### src/rtl/wave_sequencer.sv
// Burst playback sequencer: paces an external waveform generator and registers the selected sample.
// Optional macro WAVE_SEQ_SCALE_EN enables right-shift attenuation of the output by the latched shift.
module wave_sequencer (
  input  logic       clk,
  input  logic       rst,
  input  logic       start,
  input  logic       stop,
  input  logic [1:0] mode,
  input  logic [7:0] div,
  input  logic [7:0] cycles,
  input  logic [1:0] shift,
  input  logic [7:0] sin_in,
  input  logic [7:0] full_in,
  input  logic [7:0] half_in,
  input  logic       sin_sign,
  output logic       gen_rst,
  output logic       gen_step,
  output logic [7:0] wave_out,
  output logic       busy,
  output logic       done
);

  typedef enum logic [1:0] {IDLE, INIT, RUN, DONE} state_t;

  state_t     state, state_next;
  logic [1:0] mode_q, shift_q;
  logic [7:0] div_q, cycles_q;
  logic [7:0] div_cnt, period_cnt, period_next;
  logic       prev_sign;
  logic       crossing, step_hit;
  logic [7:0] sample_p0, scaled_p0;

  always_comb begin
    crossing    = prev_sign & ~sin_sign;
    period_next = (crossing && period_cnt != 8'hFF) ? period_cnt + 8'd1 : period_cnt;
    step_hit    = (div_cnt == div_q);
  end

  always_comb begin
    state_next = state;
    gen_rst    = rst;
    gen_step   = 1'b0;
    busy       = (state != IDLE);
    done       = 1'b0;
    case (state)
      IDLE: if (start && !stop) state_next = INIT;
      INIT: begin
        gen_rst    = 1'b1;
        state_next = stop ? IDLE : RUN;
      end
      RUN: begin
        gen_step = step_hit & ~rst;
        if (stop) begin
          gen_rst    = 1'b1;
          state_next = IDLE;
        end else if (cycles_q != 8'd0 && period_next == cycles_q) begin
          state_next = DONE;
        end
      end
      DONE: begin
        done       = 1'b1;
        state_next = IDLE;
      end
      default: state_next = IDLE;
    endcase
  end

  always_ff @(posedge clk) begin
    if (rst) begin
      state      <= IDLE;
      mode_q     <= 2'd0;
      shift_q    <= 2'd0;
      div_q      <= 8'd0;
      cycles_q   <= 8'd0;
      div_cnt    <= 8'd0;
      period_cnt <= 8'd0;
      prev_sign  <= 1'b0;
    end else begin
      state <= state_next;
      if (state == IDLE && state_next == INIT) begin
        mode_q   <= mode;
        shift_q  <= shift;
        div_q    <= div;
        cycles_q <= cycles;
      end
      case (state)
        INIT: begin
          div_cnt    <= 8'd0;
          period_cnt <= 8'd0;
          prev_sign  <= 1'b0;
        end
        RUN: begin
          div_cnt    <= step_hit ? 8'd0 : div_cnt + 8'd1;
          period_cnt <= period_next;
          prev_sign  <= sin_sign;
        end
        default: ;
      endcase
    end
  end

  // p0: sample select and optional attenuation
  always_comb begin
    case (mode_q)
      2'd0:    sample_p0 = sin_in;
      2'd1:    sample_p0 = full_in;
      2'd2:    sample_p0 = half_in;
      default: sample_p0 = 8'd0;
    endcase
  end

`ifdef WAVE_SEQ_SCALE_EN
  assign scaled_p0 = sample_p0 >> shift_q;
`else
  logic unused_shift;
  assign unused_shift = ^shift_q;
  assign scaled_p0    = sample_p0;
`endif

  // p1: output register, zero whenever the next cycle is not a RUN cycle
  always_ff @(posedge clk) begin
    if (rst) wave_out <= 8'd0;
    else     wave_out <= (state_next == RUN) ? scaled_p0 : 8'd0;
  end

endmodule

### config.mk
export PLATFORM = sky130hd
export DESIGN_NAME = wave_sequencer
export DESIGN_NICKNAME = d
export VERILOG_FILES = /design/src/rtl/wave_sequencer.sv
export SDC_FILE = /design/constraint.sdc
export NUM_CORES = 1
export LEC_CHECK = 0
export CAP_MARGIN = 40
export CORE_UTILIZATION = 35
export DETAILED_ROUTE_END_ITERATION = 8
export PLACE_DENSITY = 0.6
export SETUP_SLACK_MARGIN = 0.02
export SLEW_MARGIN = 10
export SYNTH_ARGS = -nofsm -noshare
export SYNTH_HDL_FRONTEND = slang
export SYNTH_SLANG_ARGS = --single-unit
### constraint.sdc
create_clock -name clk -period 2.8 [get_ports clk]
set_input_delay 0.7 -clock clk [delete_from_list [all_inputs] [get_ports clk]]
set_output_delay 0.7 -clock clk [all_outputs]
set_load 0.005 [all_outputs]
**Word-level counts from Yosys, hierarchy flattened**

Cells that the tools add are included.

- Memory bits (writable): 0
- ROM bits: 0
- Word-level logic and storage cells: 51
- Bits in latches: 0
- Output and inout port bits: 12
- Register bits: 45
- Memories: 0

- Add/sub/neg operators: 2
- Multiply operators: 0
- Shifts and indexed selects: 0
- Bitwise gates (word level): 5
- Muxes and demuxes: 15
- Eq/ne operators: 10
- Reductions and logical operators: 11
- Div/mod/pow operators: 0
- Order comparisons: 0

Operators with widths:

| cell | count |
|---|---|
| 8-bit case mux with 2 select lines | 2 |
| 8-bit case mux with 3 select lines | 1 |
| 8-bit by 1-bit adder with 8-bit output, second input constant | 2 |
| 8-bit == test | 2 |
| 8-bit two-way mux | 2 |
| 2-bit == test, second input constant | 4 |
| 2-bit two-way mux | 4 |
| 8-bit inequality test, second input constant | 1 |
| 2-bit case mux with 4 select lines | 1 |
| 8-bit nonzero test | 1 |
| 2-bit by 1-bit == test with 1-bit output, second input constant | 3 |
| 1-bit logical AND | 4 |
| 2-bit logical NOT | 2 |
| 1-bit case mux with 2 select lines | 2 |
| 2-bit nonzero test | 2 |
| 1-bit two-way mux | 3 |
| 1-bit inverter | 3 |
| 1-bit AND | 2 |
| 2-bit OR reduction | 1 |
| 1-bit logical NOT | 1 |

**Depth between registers and ports, before layout**

Gate-level depths: netlist (run 1).

- Depth after elaboration: 12
- Depth in mapped cells: 9
- Depth with buffers taken out: 8

**Worst setup path after synthesis (run 1)**

OpenSTA, ideal clock, no wires.

- Path type: input -> register
- Start: input sin_sign
- End: register wave_out[0]
- Data required time: 2.669 ns
- Data arrival time: 2.051 ns
- Library setup time: 0.131 ns
- Stages on the path: 7
- Setup slack: 0.618 ns
- Cell sequence: and4b_1 -> buf_2 -> a21oi_2 -> a311oi_1 -> or4b_4 -> a21oi_4 -> a21oi_1

- Cells in the longest elaborated chain, start to end: 12

Ends and longest elaborated chain:

| item | line | text |
|---|---|---|
| start, declared | 15 | `input logic sin_sign,` |
| 1-bit inverter | 34 | `crossing = prev_sign & ~sin_sign;` |
| 1-bit AND | 34 |  |
| 1-bit logical AND | 35 | `period_next = (crossing && period_cnt != 8'hFF) ? period_cnt + 8'd1 : period_cnt;` |
| 8-bit two-way mux | 35 |  |
| 8-bit == test | 56 | `end else if (cycles_q != 8'd0 && period_next == cycles_q) begin` |
| 1-bit logical AND | 56 |  |
| 2-bit two-way mux | 56 |  |
| 2-bit two-way mux | 53 | `if (stop) begin` |
| 2-bit case mux with 4 select lines | 45 | `case (state)` |
| 2-bit == test | 123 | `else wave_out <= (state_next == RUN) ? scaled_p0 : 8'd0;` |
| 1-bit inverter (no source line) | -- |  |
| 2-bit OR reduction (no source line) | -- |  |
| end signal, assigned | 123 |  |
| end, declared | 18 | `output logic [7:0] wave_out,` |

No other way between the ends.
A chain may end at the register's enable or synchronous reset.

**Worst setup path in the final report (run 1)**

- Start: register state[1]
- End: output gen_rst

- Cells in the longest elaborated chain, start to end: 2

Ends and longest elaborated chain:

| item | line | text |
|---|---|---|
| start, declared | 25 | `state_t state, state_next;` |
| start signal, assigned | 79 | `state <= state_next;` |
| 2-bit == test / 2-bit by 1-bit == test with 1-bit output (equally long branches) | 45 |  |
| 1-bit case mux with 2 select lines * | 45 |  |
| end, declared | 16 | `output logic gen_rst,` |

Every way passes the cells marked *; elsewhere a longest branch is shown, timed or not.

==> results of run 1 <==
==> report_power, final <==
group / total (uW) / switching, uW / internal, uW
logic: 255 / 112 / 143
registers: 686 / 24.2 / 661
clock network: 516 / 243 / 273
==> cell usage in the layout (no fill, tap or decap), drive strengths merged, types with 2 or more instances in the layout <==
master / instances
clkdlybuf4s50: 56
dfxtp: 45
nor2: 41
mux2i: 27
nand2: 22
a21oi: 22
nand3: 19
o21ai: 17
buf: 16
xor2: 12
inv: 11
nor3: 8
ha: 6
nand4: 5
xnor2: 5
nand2b: 5
clkbuf: 5
and3: 5
a21o: 4
nand3b: 3
o31ai: 3
a221oi: 3
and2: 3
nor4: 3
a41oi: 2
a31oi: 2
a311oi: 2
a211oi: 2
nor2b: 2
==> synthesized netlist by cell type, drive strengths merged (2+ instances only) <==
| master | n |
|---|---|
| o31ai | 3 |
| a31oi | 2 |
| and2 | 3 |
| nor4 | 3 |
| a21oi | 22 |
| buf | 8 |
| nand2 | 22 |
| nand2b | 5 |
| nor2b | 2 |
| inv | 9 |
| clkbuf | 9 |
| nand3b | 3 |
| nand3 | 19 |
| a211oi | 2 |
| a21o | 4 |
| a311oi | 2 |
| xor2 | 12 |
| xnor2 | 5 |
| a221oi | 3 |
| nand4 | 5 |
| nor3 | 8 |
| and3 | 5 |
| o21ai | 17 |
| a41oi | 2 |
| dfxtp | 45 |
| nor2 | 41 |
| mux2i | 27 |
| ha | 6 |
==> stage by stage <==
step | cells | setup slack, ns | total power [uW] | instance area (um2) | setup TNS (ns)
detailed placement | 461 | -0.04990 | 956.6 | 3282 | -0.3217
floorplan | 308 | 0.6180 | 836.4 | 2530 | 0
finish | 469 | 0.1618 | 1457 | 3401 | 0
global placement | 461 | -0.01529 | 953.8 | 3282 | -0.04918
CTS | 469 | 0.04905 | 1476 | 3397 | 0
global route | 469 | 0.05712 | 1527 | 3401 | 0
==> timing repair <==
action | in CTS | in global routing
pin swaps | 0 | 0
setup endpoints to repair | 1 | 1
resized for setup | 1 | 2
==> worst paths after layout <==
path,slack (ns),startpoint,depth (start not counted),endpoint
setup / recovery,0.16,state[1]$_SDFF_PP0_,5,gen_rst
hold / removal,0.50,div_cnt[6]$_SDFFE_PP0N_,2,div_cnt[6]$_SDFFE_PP0N_
setup reg to reg,0.36,period_cnt[0]$_SDFFE_PP0N_,7,state[0]$_SDFF_PP0_
hold reg to reg,0.50,div_cnt[6]$_SDFFE_PP0N_,2,div_cnt[6]$_SDFFE_PP0N_
==> cell type report <==
cell class / instances / area [um2] / share of cell area (%)
Clock buffer: 5 / 68.82 / 2.024
Clock inverter: 3 / 47.55 / 1.398
Inverter: 9 / 33.78 / 0.9934
Multi-Input combinational cell: 237 / 1526 / 44.89
Sequential cell: 45 / 902.1 / 26.53
Tap cell: 96 / 120.1 / 3.532
Timing Repair Buffer: 74 / 701.9 / 20.64
==> registers in the layout, indices dropped and copies added, names as in the netlist <==
signal,cells
cycles_q,8
div_cnt,8
div_q,8
mode_q,2
period_cnt,8
prev_sign,1
state,2
wave_out,8
==> cells by family after synthesis <==
| logic type | share of synthesized area (%) |
|---|---|
| xor gates and xnor gates | 5.885 |
| and+or+nand+nor | 23.89 |
| DFF | 35.61 |
| muxes | 11.13 |
| AOI/OAI and AO/OA | 16.32 |
| buffers and inverters | 4.203 |
| adders and majority gates | 2.967 |
==> tightest hold or removal path, stage by stage (launching register included) <==
cell and delay (ns):
dfxtp_1 0.35, nand2_1 0.06, a21oi_1 0.05
==> routing by layer <==
metal | vias to the layer above | track usage [%] | routed length, um
met4 | 0 | 6.061 | 68
met2 | 45 | 28.20 | 2906
met5 | - | 0 | 0
li1 | 1221 | - | -
met3 | 8 | 2.938 | 220
met1 | 1098 | 22.96 | 2914
==> metrics.md, run 1 <==
| Metric | Value |
|---|---|
| Slowest-stage cell, CP | clkdlybuf4s50_1 |
| Final Net Count | 427 |
| Critical Path RT | 2.10 ns |
| Layout cells sized above 1 | 9.115% |
| Maximum Capacitance Violations | 0 |
| Worst-path clk slew | 0.09 ns |
| Number of port buffers | 58 |
| Final slew viol count | 0 |
| GRT overflow | 0 |
| Cell area power density | 428.3 nW/um2 |
| FP Rows | 30 |
| Root Buffer | clkbuf_8 |
| Synthesized area | 2530 um2 |
| Vias in the first global route | 2,280 |
| First-pass GRT wire length | 10.38 mm |
| Hold Buf Count CTS | 0 |
| Mapped Cells | 308 |
| Die width | 87.02 um |
| Mean Syn Cell Area | 8.214 um2 |
| Period utilisation layout | 94.22% |
| CP Cell Sequence | inv_1 > ha_1 > buf_4 > o22a_1 > clkdlybuf4s50_1 |
| Setup bufs post-CTS | 0 |
| Synth area leader | dfxtp_1 |
| Number of fill cells | 691 |
| Final HPWL DP | 4.664 mm |
| Leakage | 0.001329 uW |
| Vias post-DR | 2,372 |
| Buf+Inv Stages, Crit Path | 3 |
| Crit start category | flop |
| DR vias/cell | 5.058 |
| CTS tree | done |
| Arrival @ worst endpoint | 1.94 ns |
| Crit path max fanout | 9 |
| Area delta synth->final | 34.42% |
| Drt drc | 0 |
| Final min period | 2.638 ns |
| # IOs | 61 |
| FFs w/ async S/R, synth | 0% |
| Synth top area share | 35.61% |
| Slew margin rel. | 65.43% |
| Sink Count | 45 |
| Cts bufs inserted | 5 |
| Yosys cell types | 49 |
| Synthesized flop and latch total | 45 |
| WL/cell | 13.03 um |
| Clk buf depth | 2 |
| First-pass DRT Iterations | 4 |
| DIE AREA | 7572 um2 |
| Status | finished, final reports clean |
| Routability cong. | 0.8297 |
| Latest clock arrival within the worst-skew pair | 0.30 ns |
| Core Area | 6907 um2 |
| Peak supply drop | 0.0002605 V |
| Die height | 87.02 um |
| Count of final setup violators | 0 |
| HP Class | reg -> reg |
| Worst clock skew | 0.007087 ns |
| DRT iter0 DRCs | 89 |
| Largest net degree at the start of global routing | 28 |
| Routed Antenna Nets | 0 |
| Hold Worst Slack | 0.5011 ns |
| Delay-heaviest family, CP | buffers and inverters |
| Starting Density | 36.63% |
| Post-synth EDFFs | 0 |
| Fmax | 0.3790 GHz |
| Pin slew with the least headroom to its limit | 0.5174 ns |
| Slowest stage delay, CP | 0.44 ns |
| Top FF cell, synth | dfxtp_1 |
| Largest cells by area after synthesis | dfxtp_1 (36%), mux2i_1 (11%), nor2_1 (6.1%) |
| Initial antenna violation count | 0 |
| Crit. End Element | output port |
| Syn_nets | 363 |
| ANT cells | 0 |
| RSZ-0062 raised after global routing | no |
| Endpoints failing hold | 0 |
| H-tree levels | 2 |
| Register area share after synthesis | 35.61% |
| Drt total wl | 6.109 mm |
| Setup CP Type | reg -> out |
| Yosys warns | 0 |
| Fin util | 49.24% |
| Tot GR Track Use | 17.29% |
No activity file was read; power rests on OpenSTA's default activity.
==> run 2: changes to the inputs <==
--- a/config.mk
+++ b/config.mk
@@ -5,11 +5,12 @@
 export SDC_FILE = /design/constraint.sdc
 export NUM_CORES = 1
 export LEC_CHECK = 0
-export CAP_MARGIN = 40
+export CAP_MARGIN = 15
 export CORE_UTILIZATION = 35
+export CTS_CLUSTER_SIZE = 10
 export DETAILED_ROUTE_END_ITERATION = 8
 export PLACE_DENSITY = 0.6
-export SETUP_SLACK_MARGIN = 0.02
+export SETUP_SLACK_MARGIN = 0.15
 export SLEW_MARGIN = 10
 export SYNTH_ARGS = -nofsm -noshare
 export SYNTH_HDL_FRONTEND = slang
==> run 2 against run 1 <==
Clock skew is essentially flat. Clock power is essentially flat. Critical path depth is the same. Worst hold slack is essentially flat. Combinational power is essentially flat. Critical endpoint unchanged. Largest power group unchanged.
==> metrics.md, run 2 (synthesized netlist as in run 1, its figures left out) <==
| Metric | Value |
|---|---|
| Tot GR Track Use | 17.29% (unchanged) |
| Crit path launch | state[1]$_SDFF_PP0_ |
| Worst clock skew | 0.006670 ns (-0.0004171 ns) |
| Area delta synth->final | 34.97% |
| Final slew viol count | 0 (unchanged) |
| Gate power share | 17.7% (+0.2 points) |
| Largest net degree at the start of global routing | 28 (unchanged) |
| NetSw | 381.0 uW (+0.45%) |
| R2R cell count | 8 (+1) |
| Arrival @ worst endpoint | 1.84 ns (-0.10 ns) |
| Layout cells sized above 1 | 10.72% (+1.6 points) |
| Seq pwr share | 47.0% (about the same) |
| Starting Density | 36.63% (unchanged) |
| First-pass DRT Iterations | 4 (unchanged) |
| Final Net Count | 427 (unchanged) |
| Commonest non-fill, non-tap cell in the layout | clkdlybuf4s50_1 |
| First-pass GRT wire length | 10.38 mm (unchanged) |
| Cell area power density | 427.7 nW/um2 (-0.15%) |
| Crit. End Element | output port |
| Fmax | 0.3937 GHz (+3.9%) |
| Final Non-Filler Cells | 469 (unchanged) |
| Routed Antenna Nets | 0 (unchanged) |
| Endpoints failing hold | 0 (unchanged) |
| HP Class | reg -> reg |
| Cts bufs inserted | 5 (unchanged) |
| Die height | 87.02 um (unchanged) |
| Fin util | 49.44% (+0.20 points) |
| Count of final setup violators | 0 (unchanged) |
| Final min period | 2.540 ns (-0.09804 ns) |
| Critical Path RT | 2.10 ns (about the same) |
| # IOs | 61 (unchanged) |
| Core Area | 6907 um2 (unchanged) |
| Number of port buffers | 58 (unchanged) |
| Slew margin rel. | 65.41% (about the same) |
| Final worst slack | 0.2598 ns (+0.09805 ns) |
| Vias post-DR | 2,392 (+0.84%) |
| RSZ-0062 raised after global routing | yes |
| Initial antenna violation count | 0 (unchanged) |
| CTS tree | done |
| Crit start category | flop |
| Int Power | 1079 uW (+0.18%) |
| Latest clock arrival within the worst-skew pair | 0.30 ns (about the same) |
| WL/cell | 13.14 um (+0.92%) |
| Reg-to-Reg Start | period_cnt[0]$_SDFFE_PP0N_ |
| Drt drc | 0 (unchanged) |
| Fin area | 3415 um2 (+0.40%) |
| ANT cells | 0 (unchanged) |
| Dpl cell area | 3282 um2 (unchanged) |
| Commonest non-fill, non-tap cells in the layout | clkdlybuf4s50_1 (56), nor2_1 (41), dfxtp_1 (41) |
| Worst-path clk slew | 0.09 ns (about the same) |
| Status | finished, final reports clean |
| Period utilisation layout | 90.72% (-3.5 points) |
| DIE AREA | 7572 um2 (unchanged) |
| Root Buffer | clkbuf_8 |
| Clk buf depth | 2 (unchanged) |
| H-tree levels | 2 (unchanged) |
| Die width | 87.02 um (unchanged) |
| Hold path cells | 2 (unchanged) |
| Peak supply drop | 0.0002610 V (+0.22%) |
| Routability cong. | 0.8297 (unchanged) |
| Maximum Capacitance Violations | 0 (unchanged) |
| Place WS | -0.04990 ns (unchanged) |
| Setup CP Type | reg -> out |
| Drt total wl | 6.165 mm (+0.92%) |
| Switching Share | 26.09% (+0.053 points) |
| DR vias/cell | 5.100 (+0.84%) |
| Sink Count | 45 (unchanged) |
| Cells after DPL | 461 (unchanged) |
| DRT iter0 DRCs | 97 (+9.0%) |
| Clk pwr share | 35.3% (about the same) |
| Pin slew with the least headroom to its limit | 0.5181 ns (+0.0007203 ns) |
| Setup bufs post-CTS | 0 (unchanged) |
| Leakage | 0.001324 uW (-0.43%) |
| Crit path max fanout | 9 (unchanged) |
| FP Rows | 30 (unchanged) |
| Hold_sp | div_cnt[6]$_SDFFE_PP0N_ |
| Final HPWL DP | 4.664 mm (unchanged) |
| GRT overflow | 0 (unchanged) |
| Vias in the first global route | 2,279 (-0.044%) |
-- run 2: layer usage --
metal / global-route usage [%] / vias to the layer above / share of wire, %
li1: - / 1225 / -
met1: 22.96 / 1101 / 48
met2: 28.20 / 56 / 47
met3: 2.938 / 10 / 3.5
met4: 6.061 / 0 / 1.1
met5: 0 / - / 0
-- run 2: power groups by stage --
stage	Sequential [uW]	Combinational (uW)	Clock [uW]
global placement	701	253	0
floorplan	689	148	0
global route	690	286	554
finish	686	258	516
CTS	686	257	534
detailed placement	701	256	0
-- run 2: worst paths after layout --
kind         slack, ns                      end
min reg2reg       0.50  div_cnt[6]$_SDFFE_PP0N_
max               0.26                  gen_rst
max reg2reg       0.45   wave_out[4]$_SDFF_PP0_
min               0.50  div_cnt[6]$_SDFFE_PP0N_
-- run 2: final cells by class --
| class | count | area (um2) |
|---|---|---|
| Clock inverter | 3 | 47.55 |
| Multi-Input combinational cell | 237 | 1540 |
| Sequential cell | 45 | 905.9 |
| Clock buffer | 5 | 68.82 |
| Fill cell | 692 | 3492 |
| Timing Repair Buffer | 74 | 698.2 |
| Inverter | 9 | 33.78 |
| Tap cell | 96 | 120.1 |
-- run 2: worst max-delay path, stage by stage (launching register included) --
cell	delay [ns]
dfxtp_2	0.37
inv_1	0.09
ha_4	0.28
buf_4	0.15
o22a_1	0.16
clkdlybuf4s50_1	0.49
-- run 2: through the flow --
step	hold slack (ns)	power (uW)	TNS, ns
floorplan	0.4643	836.4	0
global placement	0.4867	953.8	-0.04918
detailed placement	0.4936	956.6	-0.3217
CTS	0.5067	1476	0
global route	0.5413	1530	0
finish	0.5011	1460	0
-- run 2: repair_timing --
action,4_1_cts,5_1_grt
hold buffers,0,0
endpoints found under the setup margin,2,12
resized for setup,4,5
==> RTL change (config.mk and constraints of run 1) <==
Reset style: asynchronous (`rst`), changed in 2 clocked blocks.
--- a/src/rtl/wave_sequencer.sv
+++ b/src/rtl/wave_sequencer.sv
@@ -66,5 +66,5 @@
   end
 
-  always_ff @(posedge clk) begin
+  always_ff @(posedge clk or posedge rst) begin
     if (rst) begin
       state      <= IDLE;
@@ -119,5 +119,5 @@
 
   // p1: output register, zero whenever the next cycle is not a RUN cycle
-  always_ff @(posedge clk) begin
+  always_ff @(posedge clk or posedge rst) begin
     if (rst) wave_out <= 8'd0;
     else     wave_out <= (state_next == RUN) ? scaled_p0 : 8'd0;
Behaviour: differs if rst is asserted again (counterexample within 4 cycles, from zero or initial values and one cycle with rst high); with rst held inactive, the same outputs for 10 cycles.
==> RTL change against run 1 <==
Synthesized cell count down 12%; design area up 5.0%; wire length about the same; worst setup slack better by 0.085 ns; clock skew down 0.0019 ns; sequential cell count unchanged; cell count down 5.3%; first-iteration DRC count up 27%; synthesized area up 4.4%; critical endpoint is now wave_out[1]$_DFF_PP0_.
Power is not compared: it rests on default switching activity, and its combinational part moved more than twofold at a synthesized area within 25%.
==> RTL change: results (changes against run 1) <==
detailed_routing:
  wl_per_cell_um: 13.8  # +5.6%
  drt_iter0_markers: 113  # +27%
  first_pass_iters: 4  # unchanged
  via_per_inst: 5.02  # -0.74%
hold_path:
  min_from: "div_q[7]$_DFFE_PP0P_"
  hold_class: "reg2reg"
synthesis:
  ys.warnings.count: 0  # unchanged
  synth_compound_area_frac: 0.144  # -0.0192
  synth_area_leaders: "dfrtp_1 (43%), mux2_2 (8.1%), nand2_1 (4.5%)"
  synth_seq_area_share: 0.426  # +0.0703
  synth_ff_type: "dfrtp_1"
  synthesis.nets: 325  # -10%
  muxShareOfSynthArea: 0.115  # +0.00384
  synth.distinct_cells: 53  # +8.2%
  async_flop_share: 1.00  # +1.00
  synth_commonest_cells: "dfrtp_1 (45), nand2_1 (32), mux2_2 (19), nor2_1 (19), o21ai_0 (15)"
  yosys.area_share.adder: 0.0284  # -0.00125
  synth_xor_area_frac: 0.0597  # +0.000835
worst_setup_path:
  path_max_fanout: 4  # -5
  ff2ff_setup_slack_ns: 0.39  # +0.03 ns
  startpoint: "sin_sign"
  crit_arrival_ns: 2.74  # +0.80 ns
  timing.rr.start: "period_cnt[0]$_DFFE_PP0N_"
clocking:
  clkTransAtPathRegs_ns: 0.08
  cts_root_buf: "clkbuf_8"
  clock_latency_ns: 0.29
  cts_buffers: 5  # unchanged
  htree_levels: 2  # unchanged
  clock_path_buffers: 2  # unchanged
power:
  power.leakage_nw: 1.57
  max-vdd-ir-drop_v: 0.000316
global_routing:
  grt_pass1_wl_mm: 9.96  # -4.1%
  track_usage: 0.165  # -0.00827
  antenna_found_initial: 0  # unchanged
  grt_max_degree: 46  # +64%
  grt_pass1_vias: 2144  # -6.0%
timing:
  clock_skew_ns: 0.00517  # -0.00192 ns
  fin_hold_ws_ns: 0.532  # +0.0309 ns
  worstMarginPinSlew_ns: 0.569  # +0.0521 ns
floorplanning:
  start_util: 0.362  # -0.00409
placed_design:
  hpwlAfterDp_mm: 4.46  # -4.4%
  placed_cell_area_um2: 3420  # +4.2%
  portBuffers: 58  # unchanged
  gp_congestion: 0.782  # -5.7%
cells_and_area:
  nets: 399  # -6.6%
  antenna_cells: 0  # unchanged
  num-fill-cells: 731  # +5.8%
  drive_above_1_share: 0.177  # +0.0857
outcome:
  status: "complete, no violations"
[RTL change: final cells by class]
cell class,count,area (um2),share of cell area
multi-input combinational,201,1440,0.404
sequential,45,1130,0.317
timing repair buffer,80,751,0.210
tap,99,124,0.0347
clock buffer,8,80.1,0.0224
inverter,11,41.3,0.0116
[RTL change: report_power, final]
| part | switching [mW] | internal (mW) |
|---|---|---|
| clock network | 0.212 | 0.178 |
| registers | 0.177 | 0.835 |
| logic | 0.633 | 0.704 |
[RTL change: repair_timing]
item                                    4_1_cts  5_1_grt
pin swaps                                     2        1
gates resized for setup                       6        6
buffers inserted                              1        3
endpoints found under the setup margin        2        2
gates cloned                                  0        0
[RTL change: metal layers]
metal,global-route usage,routed length [um],part of all wire,vias up
met5,0,0,0,-
met4,0.0499,60,0.0098,0
met3,0.0299,143,0.023,4
met2,0.285,3120,0.51,35
met1,0.208,2790,0.46,1078
li1,-,-,-,1112
[RTL change: path summary, 6_finish.rpt]
path,end,cells past startpoint
hold / removal,div_q[7]$_DFFE_PP0P_,1
setup / recovery,wave_out[1]$_DFF_PP0_,8
hold reg to reg,div_q[7]$_DFFE_PP0P_,1
min in group asynchronous,period_cnt[0]$_DFFE_PP0N_,3
max in group asynchronous,div_cnt[0]$_DFFE_PP0N_,3
setup reg to reg,wave_out[1]$_DFF_PP0_,8
[RTL change: worst max-delay path: stages]
cell and delay [ns]:
clkdlybuf4s50_1 0.47, nand2b_1 0.18, nor4_2 0.31, mux2i_1 0.16, a2111oi_2 0.37, and4bb_1 0.35
buf_4 0.16, nor2_1 0.04
[RTL change: through the flow]
step                setup WS (ns)  cells  TNS, ns
floorplan                   0.192    270        0
global placement          -0.0425    432   -0.336
detailed placement        -0.0696    432   -0.579
CTS                        0.0236    441        0
global route                0.110    444        0
finish                      0.247    444        0
